File: src/rtl/mem_arbiter.sv
// Shares one memory port between the instruction-fetch unit and the load/store unit.
// Tracks outstanding transactions in order and routes each response back to its owner.
module mem_arbiter #(
    parameter int MAX_OUTSTANDING = 4,
    parameter int STARVE_LIMIT    = 4
) (
    input  logic        i_clk,
    input  logic        i_rst,
    input  logic        i_ifu_req,
    input  logic [31:0] i_ifu_addr,
    output logic        o_ifu_gnt,
    output logic        o_ifu_rvalid,
    output logic [31:0] o_ifu_rdata,
    input  logic        i_lsu_req,
    input  logic        i_lsu_we,
    input  logic [3:0]  i_lsu_be,
    input  logic [31:0] i_lsu_addr,
    input  logic [31:0] i_lsu_wdata,
    output logic        o_lsu_gnt,
    output logic        o_lsu_rvalid,
    output logic [31:0] o_lsu_rdata,
    output logic        o_mem_req,
    output logic        o_mem_we,
    output logic [3:0]  o_mem_be,
    output logic [31:0] o_mem_addr,
    output logic [31:0] o_mem_wdata,
    input  logic        i_mem_gnt,
    input  logic        i_mem_rvalid,
    input  logic [31:0] i_mem_rdata,
    output logic        o_busy,
    output logic        o_err
);

    localparam int PTR_W = (MAX_OUTSTANDING > 1) ? $clog2(MAX_OUTSTANDING) : 1;
    localparam int CNT_W = $clog2(MAX_OUTSTANDING + 1);
    localparam int ST_W  = $clog2(STARVE_LIMIT + 1);

    localparam logic [CNT_W-1:0] FULL_CNT   = CNT_W'(MAX_OUTSTANDING);
    localparam logic [ST_W-1:0]  STARVE_MAX = ST_W'(STARVE_LIMIT);
    localparam logic [PTR_W-1:0] LAST_PTR   = PTR_W'(MAX_OUTSTANDING - 1);

    typedef enum logic [1:0] {LK_NONE, LK_IFU, LK_LSU} lock_t;

    lock_t                      lock_q, lock_d;
    logic [MAX_OUTSTANDING-1:0] owner_q;
    logic [PTR_W-1:0]           wr_ptr_q, rd_ptr_q;
    logic [CNT_W-1:0]           count_q;
    logic [ST_W-1:0]            starve_q;
    logic                       err_q;

    logic        full, sel_lsu, sel_req, push, pop, head_lsu;
    logic [31:0] sel_addr;

    function automatic logic [PTR_W-1:0] ptr_inc(input logic [PTR_W-1:0] p);
        return (p == LAST_PTR) ? '0 : p + 1'b1;
    endfunction

    assign full = (count_q == FULL_CNT);

    // Lock holds the selection stable while the memory stalls an offered request
    always_ff @(posedge i_clk or posedge i_rst) begin
        if (i_rst) lock_q <= LK_NONE;
        else       lock_q <= lock_d;
    end

    always_comb begin
        lock_d  = lock_q;
        sel_lsu = i_lsu_req;
        case (lock_q)
            LK_LSU:  sel_lsu = 1'b1;
            LK_IFU:  sel_lsu = 1'b0;
            default: if (starve_q == STARVE_MAX && i_ifu_req) sel_lsu = 1'b0;
        endcase
        sel_req   = sel_lsu ? i_lsu_req : i_ifu_req;
        o_mem_req = sel_req & ~full;
        if (o_mem_req && !i_mem_gnt) lock_d = sel_lsu ? LK_LSU : LK_IFU;
        else if (o_mem_req)          lock_d = LK_NONE;
    end

    assign sel_addr    = sel_lsu ? i_lsu_addr : i_ifu_addr;
    assign o_mem_addr  = sel_addr & 32'hFFFF_FFFC;
    assign o_mem_we    = sel_lsu & i_lsu_we;
    assign o_mem_be    = sel_lsu ? i_lsu_be : 4'b1111;
    assign o_mem_wdata = sel_lsu ? i_lsu_wdata : 32'h0;

    assign push      = o_mem_req & i_mem_gnt;
    assign o_ifu_gnt = push & ~sel_lsu;
    assign o_lsu_gnt = push & sel_lsu;

    assign pop          = i_mem_rvalid & (count_q != '0);
    assign head_lsu     = owner_q[rd_ptr_q];
    assign o_ifu_rvalid = pop & ~head_lsu;
    assign o_lsu_rvalid = pop & head_lsu;
    assign o_ifu_rdata  = o_ifu_rvalid ? i_mem_rdata : 32'h0;
    assign o_lsu_rdata  = o_lsu_rvalid ? i_mem_rdata : 32'h0;

    assign o_busy = (count_q != '0);
    assign o_err  = err_q;

    // Owner storage is payload only; pointers and count decide validity
    always_ff @(posedge i_clk) begin
        if (push) owner_q[wr_ptr_q] <= sel_lsu;
    end

    always_ff @(posedge i_clk or posedge i_rst) begin
        if (i_rst) begin
            wr_ptr_q <= '0;
            rd_ptr_q <= '0;
            count_q  <= '0;
            starve_q <= '0;
            err_q    <= 1'b0;
        end else begin
            if (push) wr_ptr_q <= ptr_inc(wr_ptr_q);
            if (pop)  rd_ptr_q <= ptr_inc(rd_ptr_q);
            case ({push, pop})
                2'b10:   count_q <= count_q + 1'b1;
                2'b01:   count_q <= count_q - 1'b1;
                default: count_q <= count_q;
            endcase
            if (!i_ifu_req || o_ifu_gnt)
                starve_q <= '0;
            else if (o_lsu_gnt && starve_q != STARVE_MAX)
                starve_q <= starve_q + 1'b1;
            if (i_mem_rvalid && !pop) err_q <= 1'b1;
        end
    end

endmodule

File: config.mk
export PLATFORM = sky130hd
export DESIGN_NAME = mem_arbiter
export DESIGN_NICKNAME = d
export VERILOG_FILES = /design/src/rtl/mem_arbiter.sv
export SDC_FILE = /design/constraint.sdc
export NUM_CORES = 1
export LEC_CHECK = 0
export CELL_PAD_IN_SITES_DETAIL_PLACEMENT = 0
export CELL_PAD_IN_SITES_GLOBAL_PLACEMENT = 1
export CORE_UTILIZATION = 17
export CTS_CLUSTER_DIAMETER = 50
export DETAILED_ROUTE_END_ITERATION = 7
export HOLD_SLACK_MARGIN = 0.08
export PLACE_DENSITY_LB_ADDON = 0.1
export REMOVE_ABC_BUFFERS = 1
export SYNTH_ARGS = -nofsm -noshare
export SYNTH_HDL_FRONTEND = slang
export SYNTH_SLANG_ARGS = --single-unit
File: constraint.sdc
create_clock -name i_clk -period 3.9 [get_ports i_clk]
set_input_delay 0.585 -clock i_clk [delete_from_list [all_inputs] [get_ports i_clk]]
set_output_delay 0.585 -clock i_clk [all_outputs]
set_load 0.02 [all_outputs]
## Word level (Yosys, flattened, before mapping)

Index checks and enable logic that the tools add are counted.

- Flip-flop bits (word level): 17
- Bits in latches: 0
- RAM bits: 0
- ROM bits: 0
- Bits of input ports: 139
- Output and inout port bits: 140
- Word-level logic and storage cells: 69
- Memories kept: 0

- Add/sub/neg operators: 5
- Multipliers: 0
- Divide/modulo/power cells: 0
- Magnitude comparators: 3
- Eq/ne operators: 9
- Shifts and indexed selects: 0
- Muxes and demuxes: 21
- Bitwise logic cells: 11
- Reductions and logical operators: 13

Operators with widths:

| cell | count |
|---|---|
| two-way mux 32 bit | 4 |
| two-way mux 2 bit | 5 |
| AND 1 bit | 8 |
| equality test 2 bit, second input constant | 4 |
| adder 3 x 1 -> 3 bit, second input constant | 2 |
| equality test 3 bit, second input constant | 2 |
| less-than comparator 2 x 3 -> 1 bit, second input constant | 2 |
| two-way mux 3 bit | 2 |
| case mux 3 bit (2 select lines) | 1 |
| nonzero test 2 bit | 3 |
| logical AND 1 bit | 5 |
| adder 2 x 1 -> 2 bit, second input constant | 2 |
| bitwise mux 4 bit | 1 |
| equality test 2 x 1 -> 1 bit, second input constant | 2 |
| two-way mux 1 bit | 4 |
| two-way mux 4 bit | 1 |
| zero test 1 bit | 3 |
| inequality test 3 bit, second input constant | 1 |
| inverter 1 bit | 3 |
| nonzero test 3 bit | 1 |
| subtractor 3 x 1 -> 3 bit, second input constant | 1 |
| binary-select mux 1 bit (select 2 bit) | 1 |
| demux 1 bit (select 2 bit) | 1 |
| greater-or-equal comparator 2 x 1 -> 1 bit, second input constant | 1 |
| other kinds (2) | 2 |

## Depth between registers and ports, before layout

Gate-level depths: netlist of run 1.

- Word-level depth: 11
- Mapped depth: 13
- Depth with buffers taken out: 12

## Least setup slack after synthesis of run 1

OpenSTA, ideal clock, no wires.

- Path type: register -> register
- From: reg lock_q[1]
- To: reg count_q[2]
- Library setup time: 79 ps
- Arrival time: 2380 ps
- Path slack: 1440 ps
- Cell stages (with the launch flop): 13
- Buffers on the path: 1
- Clock period less this slack: 2460 ps
- Cells stage by stage: dfrtp_1 ha_1 nand2b_4 a21o_1 and3_1 buf_6 inv_2 ha_1 inv_1 fa_1 xor2_1 nor2_1 xor2_1

- Cells in the longest elaborated chain, start to end: 7
- Elaborated cells on any way between the ends: 10
- Those cells by class: eq/ne: 4; mux: 3; bitwise: 2; reduce/logical: 1

RTL lines:

| what | line | source |
|---|---|---|
| start, declared | 44 | `lock_t lock_q, lock_d;` |
| start signal, assigned | 63 | `else lock_q <= lock_d;` |
| equality test 2 x 1 -> 1 bit or equality test 2 bit (tied branches) | 69 | `case (lock_q)` |
| case mux 1 bit (2 select lines) (*) | 69 |  |
| two-way mux 1 bit (*) | 74 | `sel_req = sel_lsu ? i_lsu_req : i_ifu_req;` |
| AND 1 bit (*) | 75 | `o_mem_req = sel_req & ~full;` |
| AND 1 bit (*) | 86 | `assign push = o_mem_req & i_mem_gnt;` |
| equality test 2 x 1 -> 1 bit or equality test 2 bit (tied branches) | 115 | `case ({push, pop})` |
| case mux 3 bit (2 select lines) or nonzero test 2 bit (tied branches) | - |  |
| end signal, assigned | 116 | `2'b10: count_q <= count_q + 1'b1;` |
| end signal, assigned | 117 | `2'b01: count_q <= count_q - 1'b1;` |
| end signal, assigned | 118 | `default: count_q <= count_q;` |
| end, declared | 47 | `logic [CNT_W-1:0] count_q;` |

Mark *: on every way between the ends. The rest lies on a longest branch, timed or not.
A chain may end at the register's enable or synchronous reset.

## Final worst setup path of run 1

- From: in i_ifu_req
- To: out o_ifu_gnt

- Cells in the longest elaborated chain, start to end: 7
- Elaborated cells on any way between the ends: 8
- Those cells by class: mux: 3; bitwise: 4; reduce/logical: 1

RTL lines:

| what | line | source |
|---|---|---|
| start, declared | 9 | `input logic i_ifu_req,` |
| logical AND 1 bit | 72 | `default: if (starve_q == STARVE_MAX && i_ifu_req) sel_lsu = 1'b0;` |
| two-way mux 1 bit | 72 |  |
| case mux 1 bit (2 select lines) | 69 |  |
| two-way mux 1 bit | 74 |  |
| AND 1 bit | 75 |  |
| AND 1 bit | 86 |  |
| AND 1 bit (*) | 87 | `assign o_ifu_gnt = push & ~sel_lsu;` |
| end, declared | 11 | `output logic o_ifu_gnt,` |

Marked as above.

==> results.toml, run 1 <==
[clock_network]
clockBufferDepth = 2
cts.sinks = 17
cts_max_level = 1
cts_repair_resize_count = 0
hold_buffers = 0
clock_transition_at_the_registers_of_the_reported_paths_ps = 50
tritoncts = "yes"
insertion_delay_of_the_later_clocked_pin_in_the_worst_skew_pair_ps = 240
cts-buffers-inserted = 3
post_cts_buffers = 0
cts_root_buffer = "sky130_fd_sc_hd__clkbuf_16"

[timing]
finalMaxSlewViolations = 0
timing_worst_slew_pin_value_ps = 520
finalHoldViolCount = 0
finClkSkew_ps = 1.13
timing.final.setup_violations = 0
max-slew-margin-rel = 0.653
finalWorstPathRequiredPeriod_ps = 3390
fmax_ghz = 0.295
unrepaired_setup_endpoints_after_global_routing = "no"
totalNegativeSetupSlack_ps = 0
whs_ps = 480
period_share = 0.870

[placement]
io_buffer_count = 272
place_hpwl_um = 7920
placed_cells_incl_taps = 669
routabilityCongestion = 0.757

[cells_and_area]
layout-area-overhead-vs-synth_pct = 137
final_nets = 655
fillCellCount = 1219
seq_area_um2 = 445
layout_cell_share_with_drive_strength_beyond_1 = 0.0970
multiInputGateArea_um2 = 1510
antenna_cells = 0
final-instance-count-excl-fill = 673

[critical_path]
timing.critical_path.arrival_ps = 2810
critical_path.startpoint = "i_ifu_req"
cp.required_ps = 3310
r2r_setup_slack_ps = 1280
crit_fanout = 8
worstReg2RegStart = "lock_q[0]"
crit_path_end_kind = "primary output"
timing.critical_path.from_type = "input port"
timing.setup.critical_path_class = "input port to primary output"

[synthesis]
synth_seq_area_share = 0.208
synth_top_area_cell = "sky130_fd_sc_hd__and2_1"
async_flop_share = 0.765
synth.top_cells.by_count = "sky130_fd_sc_hd__and2_1, sky130_fd_sc_hd__mux2_2, sky130_fd_sc_hd__dfrtp_1, sky130_fd_sc_hd__inv_1, sky130_fd_sc_hd__ha_1"
yosys.cell_types.count = 43
syn_area_um2 = 2140
synthDominantCellAreaShare = 0.304
synth_flop_cell = "sky130_fd_sc_hd__dfrtp_1"
post_synthesis_register_bit_count = 17
synth.avg_cell_area_um2 = 8.83
synth_edf_count = 4
post_synthesis_cells = 242
yosys.cell_count.top_type = "sky130_fd_sc_hd__and2_1"
synth_warnings = 0
synth.area.top_cells = "sky130_fd_sc_hd__and2_1, sky130_fd_sc_hd__mux2_2, sky130_fd_sc_hd__dfrtp_1"

[hold_path]
hp-start = "o_err"
min-delay-path-class = "register to register"

[global_routing]
globalRoute.busiestLayer = "met2"
grt.overflow.total = 0
grt_pass1_wl_um = 13500
grtUsageMet3 = 0.0318
global_route.usage.met1 = 0.145
grt_util_met2 = 0.258
global_route.usage.total = 0.132
number_of_global_route_vias_before_repair = 2707
grt_antenna_before_repair = 0
grt_start_max_net_pins = 58

[floorplanning]
floorplan.core_area_um2 = 12100
num_io_pins = 279
initial_core_utilization = 0.176
die_w_um = 114
floorplan.die_area_um2 = 13000
placement_rows = 40
die-height_um = 114

[drt]
via_count = 2698
number_of_drc_markers_in_iteration_0 = 64
drt-total-wl_um = 9240
wl_per_cell_um = 13.7
route.antenna.remaining_nets = 0
drt_pass1_iterations = 4
avgViaCountPerCell = 4.01
drc_errors = 0

[power]
share_seq_of_total_power = 0.109
vdd_drop_max_v = 0.000197
clock_power_share = 0.075
swShare = 0.438
internal_power_mw = 1.53
switchingPower_mw = 1.20
total_leakage_power_nw = 1.97
combinationalPowerShare = 0.815
power.density_cell_area_nw_per_um2 = 539

[outcome]
outcome = "completed"

[job]
maxCapViolations = 0
critical path, cell delays in order:
cell and delay [ps]:
sky130_fd_sc_hd__clkdlybuf4s50_1 650, sky130_fd_sc_hd__nor3_2 90, sky130_fd_sc_hd__a31oi_2 340, sky130_fd_sc_hd__and3_1 320, sky130_fd_sc_hd__inv_2 80, sky130_fd_sc_hd__nor2_1 100, sky130_fd_sc_hd__clkdlybuf4s50_1 630
power groups by stage:
stage | clock network, mW | logic [mW] | registers [mW]
6_report | 0.206 | 2.23 | 0.299
5_1_grt | 0.221 | 2.38 | 0.312
3_5_place_dp | 0 | 2.25 | 0.303
4_1_cts | 0.213 | 2.26 | 0.300
2_1_floorplan | 0 | 1.19 | 0.299
3_3_place_gp | 0 | 2.25 | 0.300
through the flow:
step | setup WS (ps) | util | power (mW) | area, um^2
after global placement | 529 | 0.412 | 2.55 | 4990
after CTS | 509 | 0.418 | 2.78 | 5070
after global routing | 366 | 0.418 | 2.91 | 5070
final | 508 | 0.418 | 2.73 | 5070
after floorplan | 587 | - | 1.48 | 2000
after detailed placement | 516 | 0.412 | 2.55 | 4990
final cells by class:
class | count | share of cell area
Sequential cell | 17 | 0.0879
Tap cell | 168 | 0.0415
Clock buffer | 3 | 0.0148
Timing Repair Buffer | 276 | 0.546
Clock inverter | 1 | 0.00148
Multi-Input combinational cell | 194 | 0.298
Inverter | 14 | 0.0104
flip-flops by register name (all words and copies together) (netlist names):
register and count:
rd_ptr_q 2, lock_q 2, o_err 1, wr_ptr_q 2
starve_q 3, count_q 3, owner_q 4
cells in the final DEF (no fill, tap or decap), drive strengths merged:
cell           synthesis  layout
a211oi                 2       2
a21o                   2       2
a311o                  1       1
a31oi                  1       1
a41oi                  1       1
and2                 104     104
and3                   3       3
buf                   16       4
clkbuf                 2       3
clkdlybuf4s50          0     272
clkinvlp               0       1
conb                   1       2
dfrtp                 13      13
edfxtp                 4       4
fa                     1       1
ha                     9       9
inv                   14      14
mux2                  33      33
mux2i                  1       1
mux4                   1       1
nand2                  4       4
nand2b                 5       5
nand3                  1       1
nand3b                 2       2
nand4                  3       3
nand4b                 1       1
nor2                   4       4
nor2b                  1       1
nor3                   2       2
o211ai                 1       1
o21ai                  1       1
o21bai                 1       1
o22ai                  2       2
o311ai                 1       1
or3                    1       1
xnor2                  1       1
xor2                   2       2
kinds of logic (layout without fill, tap and decap cells):
kind of cell / Yosys count / after routing / synth area share
simple gates: 131 / 131 / 0.384
mux: 35 / 35 / 0.193
buf+inv: 32 / 294 / 0.0890
flops: 17 / 17 / 0.208
compound gates: 13 / 13 / 0.0498
fa+ha+maj: 10 / 10 / 0.0621
xor+xnor: 3 / 3 / 0.0123
other cells: 1 / 2 / 0.00175
layer usage:
| metal | wire length (um) | vias to the layer above |
|---|---|---|
| met5 | 0 | - |
| met4 | 56 | 0 |
| met3 | 835 | 4 |
| met2 | 4910 | 166 |
| met1 | 3430 | 1212 |
| li1 | - | 1316 |
final timing paths:
check	endpoint	cells after the start
hold reg to reg	o_err	1
hold / removal	o_err	1
min in group asynchronous	starve_q[2]	2
max in group asynchronous	lock_q[1]	2
setup reg to reg	count_q[2]	12
setup / recovery	o_ifu_gnt	7
(Power assumes the default switching activity.)
==> run 2, diff against run 1 <==
--- a/config.mk
+++ b/config.mk
@@ -7,12 +7,13 @@
 export LEC_CHECK = 0
 export CELL_PAD_IN_SITES_DETAIL_PLACEMENT = 0
 export CELL_PAD_IN_SITES_GLOBAL_PLACEMENT = 1
-export CORE_UTILIZATION = 17
+export CORE_UTILIZATION = 16
 export CTS_CLUSTER_DIAMETER = 50
 export DETAILED_ROUTE_END_ITERATION = 7
 export HOLD_SLACK_MARGIN = 0.08
 export PLACE_DENSITY_LB_ADDON = 0.1
 export REMOVE_ABC_BUFFERS = 1
+export SKIP_CTS_REPAIR_TIMING = 1
 export SYNTH_ARGS = -nofsm -noshare
 export SYNTH_HDL_FRONTEND = slang
 export SYNTH_SLANG_ARGS = --single-unit
==> constraint.sdc (replaced) <==
create_clock -name i_clk -period 3.6 [get_ports i_clk]
set_input_delay 0.54 -clock i_clk [delete_from_list [all_inputs] [get_ports i_clk]]
set_output_delay 0.54 -clock i_clk [all_outputs]
set_load 0.02 [all_outputs]
==> results.toml, run 2 (synthesis gave the netlist of run 1 again) <==
[outcome]
outcome = "completed"

[critical_path]
critPathSlowestCell = "sky130_fd_sc_hd__clkdlybuf4s50_1"
max_stage_delay_ps = 560
crit_path_end_kind = "primary output"
cp.required_ps = 3060
crit_fanout = 68
path_common_cell = "sky130_fd_sc_hd__clkdlybuf4s50_1"
timing.setup.critical_path_class = "input port to primary output"
timing.critical_path.from_type = "input port"
timing.critical_path.buf_inv = 3
cp_cell_sequence = "clkdlybuf4s50_1 > and3_1 > o21ai_4 > buf_12 > mux2_2 > clkdlybuf4s50_1"
timing.critical_path.arrival_ps = 2790
path_delay_family = "buffers and inverters"

[cells_and_area]
final-instance-count-excl-fill = 677
layout-area-overhead-vs-synth_pct = 137
registers.top_by_ff_count = "owner_q"
layout_common_cells = "sky130_fd_sc_hd__clkdlybuf4s50_1, sky130_fd_sc_hd__and2_1, sky130_fd_sc_hd__mux2_2, sky130_fd_sc_hd__inv_1, sky130_fd_sc_hd__dfrtp_1"
final_cell_area_um2 = 5070
final_nets = 655
largest_register_ffs = 4
largest_registers = "owner_q (4), count_q (3), starve_q (3)"
layout_cell_share_with_drive_strength_beyond_1 = 0.0950
layout_commonest_cell = "sky130_fd_sc_hd__clkdlybuf4s50_1"
antenna_cells = 0

[clock_network]
insertion_delay_of_the_later_clocked_pin_in_the_worst_skew_pair_ps = 240
cts.sinks = 17
cts_max_level = 1
cts_root_buffer = "sky130_fd_sc_hd__clkbuf_16"
clockBufferDepth = 2
cts-buffers-inserted = 3
tritoncts = "yes"
clock_transition_at_the_registers_of_the_reported_paths_ps = 50

[placement]
io_buffer_count = 272
placed_cells_incl_taps = 673
routabilityCongestion = 0.759
post-place-ws_ps = 280
place_hpwl_um = 7900
place_area_um2 = 4990

[global_routing]
grt.overflow.total = 0
number_of_global_route_vias_before_repair = 2565
grt_pass1_wl_um = 14000
global_route.usage.total = 0.126
grt_start_max_net_pins = 69
grt_antenna_before_repair = 0

[drt]
drt-total-wl_um = 9170
number_of_drc_markers_in_iteration_0 = 37
via_count = 2636
drc_errors = 0
drt_pass1_iterations = 4
wl_per_cell_um = 13.5
route.antenna.remaining_nets = 0
avgViaCountPerCell = 3.89

[floorplanning]
initial_core_utilization = 0.167
die_w_um = 118
die-height_um = 118
num_io_pins = 279
floorplan.core_area_um2 = 12800
placement_rows = 41
floorplan.die_area_um2 = 13800

[timing]
period_share = 0.924
setup_ws_ps = 272
finalWorstPathRequiredPeriod_ps = 3330
timing_worst_slew_pin_value_ps = 511
finClkSkew_ps = 2.63
unrepaired_setup_endpoints_after_global_routing = "no"
max-slew-margin-rel = 0.659
fmax_ghz = 0.300
finalHoldViolCount = 0
totalNegativeSetupSlack_ps = 0
finalMaxSlewViolations = 0
timing.final.setup_violations = 0

[power]
design_power_total_mw = 2.96
total_leakage_power_nw = 1.97
power.density_cell_area_nw_per_um2 = 585
vdd_drop_max_v = 0.000186

[hold_path]
min-delay-path-class = "register to register"

[job]
maxCapViolations = 0
-- run 2: power by group --
| part | leakage [nW] | internal, mW | switching [mW] |
|---|---|---|---|
| combinational | 1.74 | 1.24 | 1.18 |
| sequential | 0.197 | 0.274 | 0.0504 |
| clock | 0.0382 | 0.150 | 0.0676 |
-- run 2: per-stage QoR --
step                      hold WS, ps   util
after detailed placement          474  0.389
after global placement            466  0.389
after floorplan                   417      -
final                             476  0.395
after global routing              505  0.395
after CTS                         482  0.395
-- run 2: metal layers --
layer	part of all wire	GRT usage	vias up	wire, um
met3	0.094	0.0397	6	864
li1	-	-	1314	-
met2	0.55	0.258	147	5090
met4	0.0097	0.0192	0	89
met1	0.34	0.122	1169	3130
met5	0	0	-	0
-- run 2: worst paths after layout --
path	slack, ps	cells past startpoint	end	from
max	270	6	o_mem_addr[14]	i_ifu_req
min	480	1	count_q[0]	count_q[0]
min reg2reg	480	1	count_q[0]	count_q[0]
max reg2reg	1030	12	count_q[2]	lock_q[0]
max in group asynchronous	2620	2	rd_ptr_q[1]	i_rst
min in group asynchronous	640	2	starve_q[0]	i_rst
-- run 2: worst reg2reg max path, delay by kind of cell (launching register included) --
family	cells	cell delay, ps
DFF	1	320
adders and majority gates	3	900
buffers and inverters	3	200
and+or+nand+nor	3	520
AOI/OAI and AO/OA	1	260
xor gates and xnor gates	2	300
-- run 2: area by class of cell --
type | count | area [um^2]
Timing Repair Buffer | 276 | 2770
Inverter | 14 | 52.6
Clock buffer | 4 | 78.8
Multi-Input combinational cell | 194 | 1510
Fill cell | 1306 | 7750
Sequential cell | 17 | 445
Tap cell | 172 | 215
